## config.mk

```make
export PLATFORM = sky130hd
export DESIGN_NAME = cmd_ctrl_sched_flat
export DESIGN_NICKNAME = d
export VERILOG_FILES = /design/src/rtl/cmd_ctrl_sched_if.sv /design/src/rtl/cmd_ctrl_sched.sv /design/src/flat_wrapper.sv
export SDC_FILE = /design/constraint.sdc
export NUM_CORES = 1
export LEC_CHECK = 0
export ABC_AREA = 1
export BUFFER_PORTS_ARGS = -buffer_cell sky130_fd_sc_hd__buf_4
export CAP_MARGIN = 40
export CORE_ASPECT_RATIO = 0.9
export CORE_MARGIN = 2
export CORE_UTILIZATION = 40
export DETAILED_ROUTE_END_ITERATION = 8
export PLACE_DENSITY_LB_ADDON = 0.2
export SLEW_MARGIN = 30
export SYNTH_ARGS = -nofsm -noshare
export SYNTH_HDL_FRONTEND = slang
export SYNTH_SLANG_ARGS = --single-unit
```

## constraint.sdc

```tcl
create_clock -name clk -period 1.45 [get_ports clk]
set_input_delay 0.2175 -clock clk [delete_from_list [all_inputs] [get_ports clk]]
set_output_delay 0.2175 -clock clk [all_outputs]
set_load 0.02 [all_outputs]
```

## src/rtl/cmd_ctrl_sched_if.sv

```systemverilog
// Command-path bundle between the command FIFO head, the scheduler and the engines.
// The master modport is the scheduler view; slave is the FIFO/engine side.
interface cmd_ctrl_sched_if #(
  parameter int DATA_WIDTH = 32,
  parameter int NUM_ENG    = 3
);
  logic                  cmd_buff_ctrl_out_vld;
  logic [DATA_WIDTH-1:0] cmd_buff_ctrl_out_data;
  logic                  ctrl_cmd_buff_rdy;
  logic [NUM_ENG-1:0]    eng_vld;
  logic [DATA_WIDTH-1:0] eng_data;
  logic [NUM_ENG-1:0]    eng_rdy;
  logic [NUM_ENG-1:0]    eng_done;

  modport master (
    input  cmd_buff_ctrl_out_vld,
    input  cmd_buff_ctrl_out_data,
    output ctrl_cmd_buff_rdy,
    output eng_vld,
    output eng_data,
    input  eng_rdy,
    input  eng_done
  );

  modport slave (
    output cmd_buff_ctrl_out_vld,
    output cmd_buff_ctrl_out_data,
    input  ctrl_cmd_buff_rdy,
    input  eng_vld,
    input  eng_data,
    output eng_rdy,
    output eng_done
  );
endinterface

```

## src/rtl/cmd_ctrl_sched.sv

```systemverilog
// In-order command scheduler: pops FIFO words, dispatches them to engines,
// tracks per-engine busy state and sequences BARRIER/END commands.
module cmd_ctrl_sched #(
  parameter int DATA_WIDTH = 32,
  parameter int NUM_ENG    = 3,
  parameter int CNT_WIDTH  = 16
) (
  input  logic                 clk,
  input  logic                 rst_n,
  input  logic                 sched_en,
  input  logic                 sched_clr,
  cmd_ctrl_sched_if.master     bus,
  output logic [NUM_ENG-1:0]   eng_busy,
  output logic                 sched_idle,
  output logic                 sched_done,
  output logic                 sched_err,
  output logic [CNT_WIDTH-1:0] cmd_cnt
);

  typedef enum logic [1:0] {
    ST_FETCH     = 2'd0,
    ST_EXEC      = 2'd1,
    ST_WAIT_IDLE = 2'd2
  } state_t;

  typedef enum logic [2:0] {
    OP_NOP     = 3'd0,
    OP_ENG     = 3'd1,
    OP_BARRIER = 3'd2,
    OP_END     = 3'd3,
    OP_ILLEGAL = 3'd4
  } op_class_t;

  // Engine opcodes above NUM_ENG fall through to illegal.
  function automatic op_class_t classify(input logic [3:0] op);
    op_class_t cls;
    if (op == 4'h0) begin
      cls = OP_NOP;
    end else if (op == 4'hE) begin
      cls = OP_BARRIER;
    end else if (op == 4'hF) begin
      cls = OP_END;
    end else if (32'(op) <= 32'(NUM_ENG)) begin
      cls = OP_ENG;
    end else begin
      cls = OP_ILLEGAL;
    end
    return cls;
  endfunction

  state_t                state_r;
  state_t                state_nxt_s;
  logic [DATA_WIDTH-1:0] cmd_r;
  logic [NUM_ENG-1:0]    busy_r;
  logic                  err_r;
  logic [CNT_WIDTH-1:0]  cnt_r;

  logic [3:0]            op_s;
  op_class_t             cls_s;
  logic [NUM_ENG-1:0]    sel_s;
  logic                  fetch_rdy_s;
  logic                  cmd_load_s;
  logic [NUM_ENG-1:0]    vld_s;
  logic [NUM_ENG-1:0]    busy_set_s;
  logic                  retire_s;
  logic                  err_set_s;
  logic                  done_s;

  assign op_s  = cmd_r[DATA_WIDTH-1:DATA_WIDTH-4];
  assign cls_s = classify(op_s);

  // One-hot engine select decoded from the latched opcode.
  always_comb begin
    sel_s = '0;
    for (int i = 0; i < NUM_ENG; i++) begin
      sel_s[i] = (op_s == 4'(i + 1));
    end
  end

  // Next-state and handshake decode from registered state.
  always_comb begin
    state_nxt_s = state_r;
    fetch_rdy_s = 1'b0;
    cmd_load_s  = 1'b0;
    vld_s       = '0;
    busy_set_s  = '0;
    retire_s    = 1'b0;
    err_set_s   = 1'b0;
    done_s      = 1'b0;
    case (state_r)
      ST_FETCH: begin
        fetch_rdy_s = sched_en;
        if (sched_en && bus.cmd_buff_ctrl_out_vld) begin
          cmd_load_s  = 1'b1;
          state_nxt_s = ST_EXEC;
        end else begin
          state_nxt_s = ST_FETCH;
        end
      end
      ST_EXEC: begin
        case (cls_s)
          OP_ENG: begin
            // Head blocks while its engine is busy, even if others are free.
            vld_s      = sel_s & ~busy_r;
            busy_set_s = vld_s & bus.eng_rdy;
            if (|busy_set_s) begin
              retire_s    = 1'b1;
              state_nxt_s = ST_FETCH;
            end else begin
              state_nxt_s = ST_EXEC;
            end
          end
          OP_NOP: begin
            retire_s    = 1'b1;
            state_nxt_s = ST_FETCH;
          end
          OP_BARRIER, OP_END: begin
            state_nxt_s = ST_WAIT_IDLE;
          end
          default: begin
            err_set_s   = 1'b1;
            retire_s    = 1'b1;
            state_nxt_s = ST_FETCH;
          end
        endcase
      end
      ST_WAIT_IDLE: begin
        if (busy_r == '0) begin
          retire_s    = 1'b1;
          done_s      = (cls_s == OP_END);
          state_nxt_s = ST_FETCH;
        end else begin
          state_nxt_s = ST_WAIT_IDLE;
        end
      end
      default: begin
        state_nxt_s = ST_FETCH;
      end
    endcase
  end

  // State register.
  always_ff @(posedge clk or negedge rst_n) begin
    if (!rst_n) begin
      state_r <= ST_FETCH;
    end else begin
      state_r <= state_nxt_s;
    end
  end

  // Command latch; held stable for the whole EXEC/WAIT_IDLE phase.
  always_ff @(posedge clk or negedge rst_n) begin
    if (!rst_n) begin
      cmd_r <= '0;
    end else if (cmd_load_s) begin
      cmd_r <= bus.cmd_buff_ctrl_out_data;
    end else begin
      cmd_r <= cmd_r;
    end
  end

  // Busy tracking: done pulses clear, a same-cycle dispatch set wins.
  always_ff @(posedge clk or negedge rst_n) begin
    if (!rst_n) begin
      busy_r <= '0;
    end else begin
      busy_r <= (busy_r & ~bus.eng_done) | busy_set_s;
    end
  end

  // Sticky error and retire counter; clear overrides same-cycle updates.
  always_ff @(posedge clk or negedge rst_n) begin
    if (!rst_n) begin
      err_r <= 1'b0;
      cnt_r <= '0;
    end else if (sched_clr) begin
      err_r <= 1'b0;
      cnt_r <= '0;
    end else begin
      err_r <= err_r | err_set_s;
      cnt_r <= retire_s ? (cnt_r + CNT_WIDTH'(1)) : cnt_r;
    end
  end

  assign bus.ctrl_cmd_buff_rdy = fetch_rdy_s;
  assign bus.eng_vld           = vld_s;
  assign bus.eng_data          = cmd_r;
  assign eng_busy              = busy_r;
  assign sched_idle            = (state_r == ST_FETCH) && (busy_r == '0);
  assign sched_done            = done_s;
  assign sched_err             = err_r;
  assign cmd_cnt               = cnt_r;

endmodule

```

## src/flat_wrapper.sv

```systemverilog
// flat-port wrapper written by rule: the top's interface ports become plain ports
module cmd_ctrl_sched_flat 
#(
  parameter int DATA_WIDTH = 32,
  parameter int NUM_ENG    = 3,
  parameter int CNT_WIDTH  = 16
)
  (clk, rst_n, sched_en, sched_clr, eng_busy, sched_idle, sched_done, sched_err, cmd_cnt, bus_cmd_buff_ctrl_out_vld, bus_cmd_buff_ctrl_out_data, bus_ctrl_cmd_buff_rdy, bus_eng_vld, bus_eng_data, bus_eng_rdy, bus_eng_done);
  cmd_ctrl_sched_if #(.DATA_WIDTH(DATA_WIDTH), .NUM_ENG(NUM_ENG)) bus_i ();
  input  logic clk;
  input  logic rst_n;
  input  logic sched_en;
  input  logic sched_clr;
  output logic [NUM_ENG-1:0] eng_busy;
  output logic sched_idle;
  output logic sched_done;
  output logic sched_err;
  output logic [CNT_WIDTH-1:0] cmd_cnt;
  input wire logic [$bits(bus_i.cmd_buff_ctrl_out_vld)-1:0] bus_cmd_buff_ctrl_out_vld;
  input wire logic [$bits(bus_i.cmd_buff_ctrl_out_data)-1:0] bus_cmd_buff_ctrl_out_data;
  output wire logic [$bits(bus_i.ctrl_cmd_buff_rdy)-1:0] bus_ctrl_cmd_buff_rdy;
  output wire logic [$bits(bus_i.eng_vld)-1:0] bus_eng_vld;
  output wire logic [$bits(bus_i.eng_data)-1:0] bus_eng_data;
  input wire logic [$bits(bus_i.eng_rdy)-1:0] bus_eng_rdy;
  input wire logic [$bits(bus_i.eng_done)-1:0] bus_eng_done;
  assign bus_i.cmd_buff_ctrl_out_vld = bus_cmd_buff_ctrl_out_vld;
  assign bus_i.cmd_buff_ctrl_out_data = bus_cmd_buff_ctrl_out_data;
  assign bus_ctrl_cmd_buff_rdy = bus_i.ctrl_cmd_buff_rdy;
  assign bus_eng_vld = bus_i.eng_vld;
  assign bus_eng_data = bus_i.eng_data;
  assign bus_i.eng_rdy = bus_eng_rdy;
  assign bus_i.eng_done = bus_eng_done;
  cmd_ctrl_sched #(.DATA_WIDTH(DATA_WIDTH), .NUM_ENG(NUM_ENG), .CNT_WIDTH(CNT_WIDTH)) u_core (.clk(clk), .rst_n(rst_n), .sched_en(sched_en), .sched_clr(sched_clr), .bus(bus_i), .eng_busy(eng_busy), .sched_idle(sched_idle), .sched_done(sched_done), .sched_err(sched_err), .cmd_cnt(cmd_cnt));
endmodule
```

==> flow_metrics.env, run 1 <==
export IMPL_setup_viol=22
export IMPL_worst_pin_slew_ns=0.299
export IMPL_postRouteWirelength_um=7750
export IMPL_outcome="finished, violations left"
export IMPL_grt_util_met1=0.254
export IMPL_area_growth_pct=57.1
export IMPL_vias_per_cell=4.95
export IMPL_drc=0
export IMPL_setup_ws_ns=-0.302
export IMPL_grt_pass1_vias=2565
export IMPL_syn_avg_cell_area_um2=9.53
export IMPL_rrSetupSlack_ns=-0.18
export IMPL_startpoint="u_core.eng_busy[2]$_DFF_PN0_"
export IMPL_syn_area_mm2=0.00279
export IMPL_cts_sinks=54
export IMPL_rows=28
export IMPL_cp_data_arrival_time_ns=1.53
export IMPL_p_leak_nw=2.14
export IMPL_htree_levels=2
export IMPL_grt_util_met3=0.0681
export IMPL_fill_cells=554
export IMPL_min_period_ns=1.75
export IMPL_wl_per_cell_um=14.6
export IMPL_drt_iter0_drc=114
export IMPL_post_route_period_util=1.21
export IMPL_grt_pass1_wl_um=12200
export IMPL_slew_headroom=0.800
export IMPL_worstPathRequired_ns=1.23
export IMPL_ys_warn_count=0
export IMPL_power_density_mw_per_mm2=1130
export IMPL_grtUsageMet2=0.327
export IMPL_seq_area_frac_synth=0.484
export IMPL_clk_pin_slew_ns=0.11
export IMPL_critPathKind="reg2out"
export IMPL_ys_ff_latch=54
export IMPL_die_w_um=92.1
export IMPL_vias=2636
export IMPL_start_util=0.419
export IMPL_pin_count=101
export IMPL_violations="setup timing"
export IMPL_synthTopCellsByArea="dfrtp_1 48%, mux2_2 12%, nand2_1 7.3%"
export IMPL_portBuffers=100
export IMPL_worstHoldPathType="in2reg"
export IMPL_synthCells=293
export IMPL_ys_types=27
export IMPL_ir_drop_mv=0.745
export IMPL_cts_buffer_depth=2
export IMPL_tns_ns=-3.98
export IMPL_worstSetupStartpointType="register"
export IMPL_chipHeight_um=83.3
export IMPL_synth_area_leader_cell="dfrtp_1"
export IMPL_end_kind="output pin"
export IMPL_gp_congestion=0.814
export IMPL_slew_viol_final=0
export IMPL_gr_usage_all_layers=0.199
export IMPL_skew_ns=0.00822
export IMPL_detail_route_antenna_nets=0
export IMPL_reg2reg_depth=9
export IMPL_drive_gt1_frac=0.543
export IMPL_cts_tree="done"
export IMPL_crit_path_end="sched_done"
export IMPL_grt_start_max_net_pins=55
export IMPL_first_pass_iters=4
export IMPL_n_antenna_cell=0
export IMPL_antenna_found_initial=0
export IMPL_die_area_mm2=0.00766
export IMPL_hold_viol=0
export IMPL_hpwlAfterDp_um=5200
export IMPL_reg2reg_to="u_core.cmd_cnt[3]$_DFFE_PN0P_"
export IMPL_core_area_mm2=0.00666
export IMPL_overflow=0
export IMPL_cts_buffers=5
export IMPL_cap_violations=0
export IMPL_clock_latency_ns=0.32
export IMPL_critPathMaxFanout=2
export IMPL_syn_nets=341
export IMPL_timing_rr_start="u_core.bus.eng_data[30]$_DFFE_PN0P_"
export IMPL_grt_busiest_layer="met2"
export IMPL_rsz0062_at_grt="yes"
export IMPL_root_buffer="clkbuf_8"
export IMPL_fmax_ghz=0.571
export IMPL_final_nets=489
export IMPL_fin_util=0.659
export IMPL_yosys_area_top_type_share=0.484
logic make-up after synthesis:
logic type      count (synthesis)  share of synthesized area
mux                            29                      0.117
simple gates                  143                      0.261
fa+ha+maj                       5                     0.0224
xor+xnor                        7                     0.0220
flops                          54                      0.484
compound gates                 13                     0.0287
buf+inv                        42                     0.0645
worst min-delay path by stage:
stage | to | slack, ns | cells after the start | start
after floorplan | u_core.bus.eng_data[0]$_DFFE_PN0P_ | -0.08 | 0 | rst_n
after global placement | u_core.eng_busy[2]$_DFF_PN0_ | 0.23 | 2 | rst_n
after detailed placement | u_core.eng_busy[2]$_DFF_PN0_ | 0.23 | 2 | rst_n
after CTS | u_core.eng_busy[1]$_DFF_PN0_ | 0.07 | 2 | bus_eng_done[1]
after global routing | u_core.eng_busy[2]$_DFF_PN0_ | 0.05 | 2 | bus_eng_done[2]
final | u_core.eng_busy[2]$_DFF_PN0_ | 0.07 | 2 | bus_eng_done[2]
flip-flops by register name, indices dropped and copies added, names as in the netlist:
register	flops
u_core.bus.eng_data	32
u_core.sched_err	1
u_core.state_r	2
u_core.eng_busy	3
u_core.cmd_cnt	16
cell type report:
class	instances	area [µm²]	share of cell area
Clock buffer	5	68.8	0.0157
Clock inverter	3	47.5	0.0108
Inverter	32	128	0.0291
Multi-Input combinational cell	199	1450	0.330
Sequential cell	54	1360	0.310
Tap cell	90	113	0.0257
Timing Repair Buffer	149	1220	0.279
power by group:
part	switching [W]	internal, W	total (W)	leakage, nW
logic	0.000988	0.000957	0.00194	1.41
registers	0.000153	0.00176	0.00191	0.671
clock network	0.000562	0.000528	0.00109	0.0591
per-layer routing:
layer	vias up	wire length (µm)
met4	0	60
met5	-	0
met3	6	553
met2	82	3880
met1	1271	3250
li1	1277	-
through the flow:
stage / cell area, µm² / worst slack (ns) / std cells / power (W) / hold WS, ns
finish: 4380 / -0.302 / 532 / 0.00494 / 0.0715
global route: 4380 / -0.371 / 532 / 0.00519 / 0.0494
CTS: 4270 / -0.289 / 528 / 0.00489 / 0.0655
detailed placement: 3930 / -0.0948 / 507 / 0.00357 / 0.227
global placement: 3930 / -0.0607 / 507 / 0.00353 / 0.225
floorplan: 2860 / -0.0199 / 293 / 0.00279 / -0.0781
cell usage after synthesis:
library cell	instances
o22ai_1	2
nand3_2	12
buf_4	1
xnor2_1	2
o21bai_1	4
o21ai_0	1
nand2_4	2
mux2_2	29
xor2_1	5
nor4_1	2
dfrtp_1	54
a21oi_1	5
o21a_1	1
ha_1	5
inv_1	28
nand2_2	2
nand2_1	54
nor2_1	29
buf_8	1
nand4_2	1
inv_2	4
nand3_1	11
clkbuf_1	2
nor3_1	4
nor2_2	3
buf_2	6
nand4_1	23
timing repair:
item / 4_1_cts / 5_1_grt
hold buffers: 1 / 0
pin swaps: 8 / 12
buffers inserted: 11 / 4
endpoints found under the setup margin: 55 / 56
hold endpoints to repair: 54 / 0
gates cloned: 2 / 1
resized for setup: 27 / 21
critical path, stage by stage, from the launching register on:
cell and delay, ns:
dfrtp_1 0.43, nor3_4 0.27, nand2_4 0.10, nor4_4 0.24, buf_4 0.19
cells in the final DEF (no fill, tap or decap), types with 5 or more instances in the layout:
cell type | Yosys | layout
buf_4 | 1 | 132
nand2_1 | 54 | 49
dfrtp_1 | 54 | 48
mux2_2 | 29 | 29
nor2_1 | 29 | 25
nand4_1 | 23 | 23
inv_1 | 28 | 22
nand3_2 | 12 | 13
buf_6 | 0 | 11
nand3_1 | 11 | 10
inv_2 | 4 | 7
dfrtp_2 | 0 | 6
a21oi_1 | 5 | 5
xor2_1 | 5 | 5
clkbuf_8 | 0 | 5
Note: power is estimated with default switching activity, not from simulation.
==> run 2, diff against run 1 <==
--- a/config.mk
+++ b/config.mk
@@ -10,7 +10,7 @@
 export CAP_MARGIN = 40
 export CORE_ASPECT_RATIO = 0.9
 export CORE_MARGIN = 2
-export CORE_UTILIZATION = 40
+export CORE_UTILIZATION = 30
 export DETAILED_ROUTE_END_ITERATION = 8
 export PLACE_DENSITY_LB_ADDON = 0.2
 export SLEW_MARGIN = 30
==> run 2 against run 1 <==
Effect of this change: the flow still finishes with violations (setup timing); first-iteration DRC count fell by 52%; clock skew fell by 0.0016 ns; sequential power barely moved; critical path depth rose by 2; count of clock-buffer cells in the layout rose by 1; maximum frequency rose by 4.6%; hold slack improved by 0.010 ns; final cell count rose by 8.6%; wire length fell by 1.2%; via count fell by 1.1%; global-route usage fell by 4.2 points; design area rose by 4.7%; largest cell class unchanged; largest power group unchanged.
==> flow_metrics.env, run 2 (synthesized netlist as in run 1, its figures left out) <==
export IMPL_cts_sinks=54
export IMPL_cts_buffers=5
export IMPL_multi_input_area_mm2=0.00146
export IMPL_vias=2607
export IMPL_die_area_mm2=0.0101
export IMPL_critPathKind="reg2out"
export IMPL_grt_pass1_vias=2684
export IMPL_n_antenna_cell=0
export IMPL_cap_violations=0
export IMPL_drt_iter0_drc=55
export IMPL_area_growth_pct=64.5
export IMPL_final_nets=503
export IMPL_die_w_um=106
export IMPL_fill_cells=846
export IMPL_worstSetupStartpointType="register"
export IMPL_critPathMaxFanout=3
export IMPL_detail_route_antenna_nets=0
export IMPL_setup_viol=51
export IMPL_core_area_mm2=0.00908
export IMPL_clock_latency_ns=0.31
export IMPL_layout_commonest_cell="buf_4"
export IMPL_min_period_ns=1.67
export IMPL_antenna_found_initial=0
export IMPL_p_leak_nw=2.24
export IMPL_cts_tree="done"
export IMPL_holdWs_ns=0.0818
export IMPL_grt_start_max_net_pins=34
export IMPL_cts_buffer_depth=2
export IMPL_hold_viol=0
export IMPL_wl_per_cell_um=13.2
export IMPL_outcome="finished, violations left"
export IMPL_violations="setup timing"
export IMPL_ir_drop_mv=0.689
export IMPL_layout_common_cells="142 x buf_4, 49 x nand2_1, 47 x dfrtp_1"
export IMPL_portBuffers=100
export IMPL_largest_reg_flops=32
export IMPL_rsz0062_at_grt="yes"
export IMPL_clk_pin_slew_ns=0.10
export IMPL_power_density_mw_per_mm2=1060
export IMPL_gr_usage_all_layers=0.156
export IMPL_setup_ws_ns=-0.224
export IMPL_chipHeight_um=95.5
export IMPL_htree_levels=2
export IMPL_fmax_ghz=0.597
export IMPL_overflow=0
export IMPL_drive_gt1_frac=0.570
export IMPL_root_buffer="clkbuf_8"
export IMPL_worstPathRequired_ns=1.23
export IMPL_worst_pin_slew_ns=0.403
export IMPL_grt_pass1_wl_um=12600
export IMPL_end_kind="output pin"
export IMPL_ff_latch_area_mm2=0.00136
export IMPL_postRouteWirelength_um=7650
export IMPL_cp_data_arrival_time_ns=1.46
export IMPL_gp_congestion=0.860
export IMPL_start_util=0.307
export IMPL_vias_per_cell=4.51
export IMPL_first_pass_iters=4
export IMPL_pin_count=101
export IMPL_post_route_period_util=1.15
export IMPL_hpwlAfterDp_um=5450
export IMPL_skew_ns=0.00658
export IMPL_worstHoldPathType="in2reg"
export IMPL_drc=0
export IMPL_rows=33
export IMPL_slew_headroom=0.732
export IMPL_dp_slack_ns=-0.0434
export IMPL_slew_viol_final=0
## run 2: cell types whose count changed in the layout (fill, tap and decap cells not counted), sizes merged
| cell | change |
|---|---|
| inv | -1 |
| clkinvlp | +1 |
| nand2 | -1 |
| buf | +14 |
| bufbuf | +1 |
| clkbuf | +1 |
| bufinv | -1 |
## run 2: through the flow
step / area, µm² / std cells / setup TNS, ns / utilization / total power [W]
finish: 4590 / 578 / -4.70 / 0.506 / 0.00485
global placement: 4050 / 545 / 0 / 0.446 / 0.00357
floorplan: 2860 / 293 / -0.183 / - / 0.00279
global route: 4590 / 578 / -9.56 / 0.506 / 0.00513
CTS: 4460 / 571 / -4.38 / 0.491 / 0.00475
detailed placement: 4050 / 545 / -0.642 / 0.446 / 0.00359
## run 2: what timing repair did
action / 4_1_cts / 5_1_grt
setup buffers: 15 / 5
hold buffers: 1 / 0
endpoints found under the setup margin: 51 / 55
pin swaps: 10 / 24
resized for setup: 33 / 17
cloned: 2 / 2
endpoints found under the hold margin: 26 / 0
## run 2: report_power, final
| group | internal [W] | switching [W] | leakage (nW) | total (W) |
|---|---|---|---|---|
| logic | 0.00102 | 0.000985 | 1.52 | 0.00200 |
| registers | 0.00176 | 0.000177 | 0.670 | 0.00193 |
| clock network | 0.000395 | 0.000524 | 0.0478 | 0.000918 |
| total | 0.00317 | 0.00169 | 2.24 | 0.00485 |
## run 2: worst max-delay path, stage by stage, from the launching register on
cell and delay [ns]:
dfrtp_2 0.46, inv_2 0.08, buf_6 0.09, ha_4 0.13, nand2_4 0.05, nor4_4 0.15, buf_4 0.19
## run 2: worst paths after layout
path,start,to,slack [ns],cells past startpoint
max in group asynchronous,rst_n,u_core.cmd_cnt[15]$_DFFE_PN0P_,0.58,3
max reg2reg,u_core.state_r[0]$_DFF_PN0_,u_core.bus.eng_data[17]$_DFFE_PN0P_,-0.11,8
min in group asynchronous,rst_n,u_core.bus.eng_data[2]$_DFFE_PN0P_,0.38,2
min reg2reg,u_core.bus.eng_data[20]$_DFFE_PN0P_,u_core.bus.eng_data[20]$_DFFE_PN0P_,0.52,1
max,u_core.state_r[0]$_DFF_PN0_,sched_done,-0.22,6
min,bus_eng_done[2],u_core.eng_busy[2]$_DFF_PN0_,0.08,2
## run 2: area by class of cell
class	instances	area share
tap	122	0.0332
inverter	32	0.0267
clock buffer	6	0.0180
multi-input combinational	198	0.317
sequential	54	0.296
clock inverter	2	0.00354
timing repair buffer	164	0.305
## run 2: routing by layer
metal	GRT usage	routed length (µm)	part of all wire
met3	0.0506	576	0.075
met1	0.189	3270	0.43
met2	0.267	3680	0.48
met5	0	0	0
met4	0.0504	129	0.017
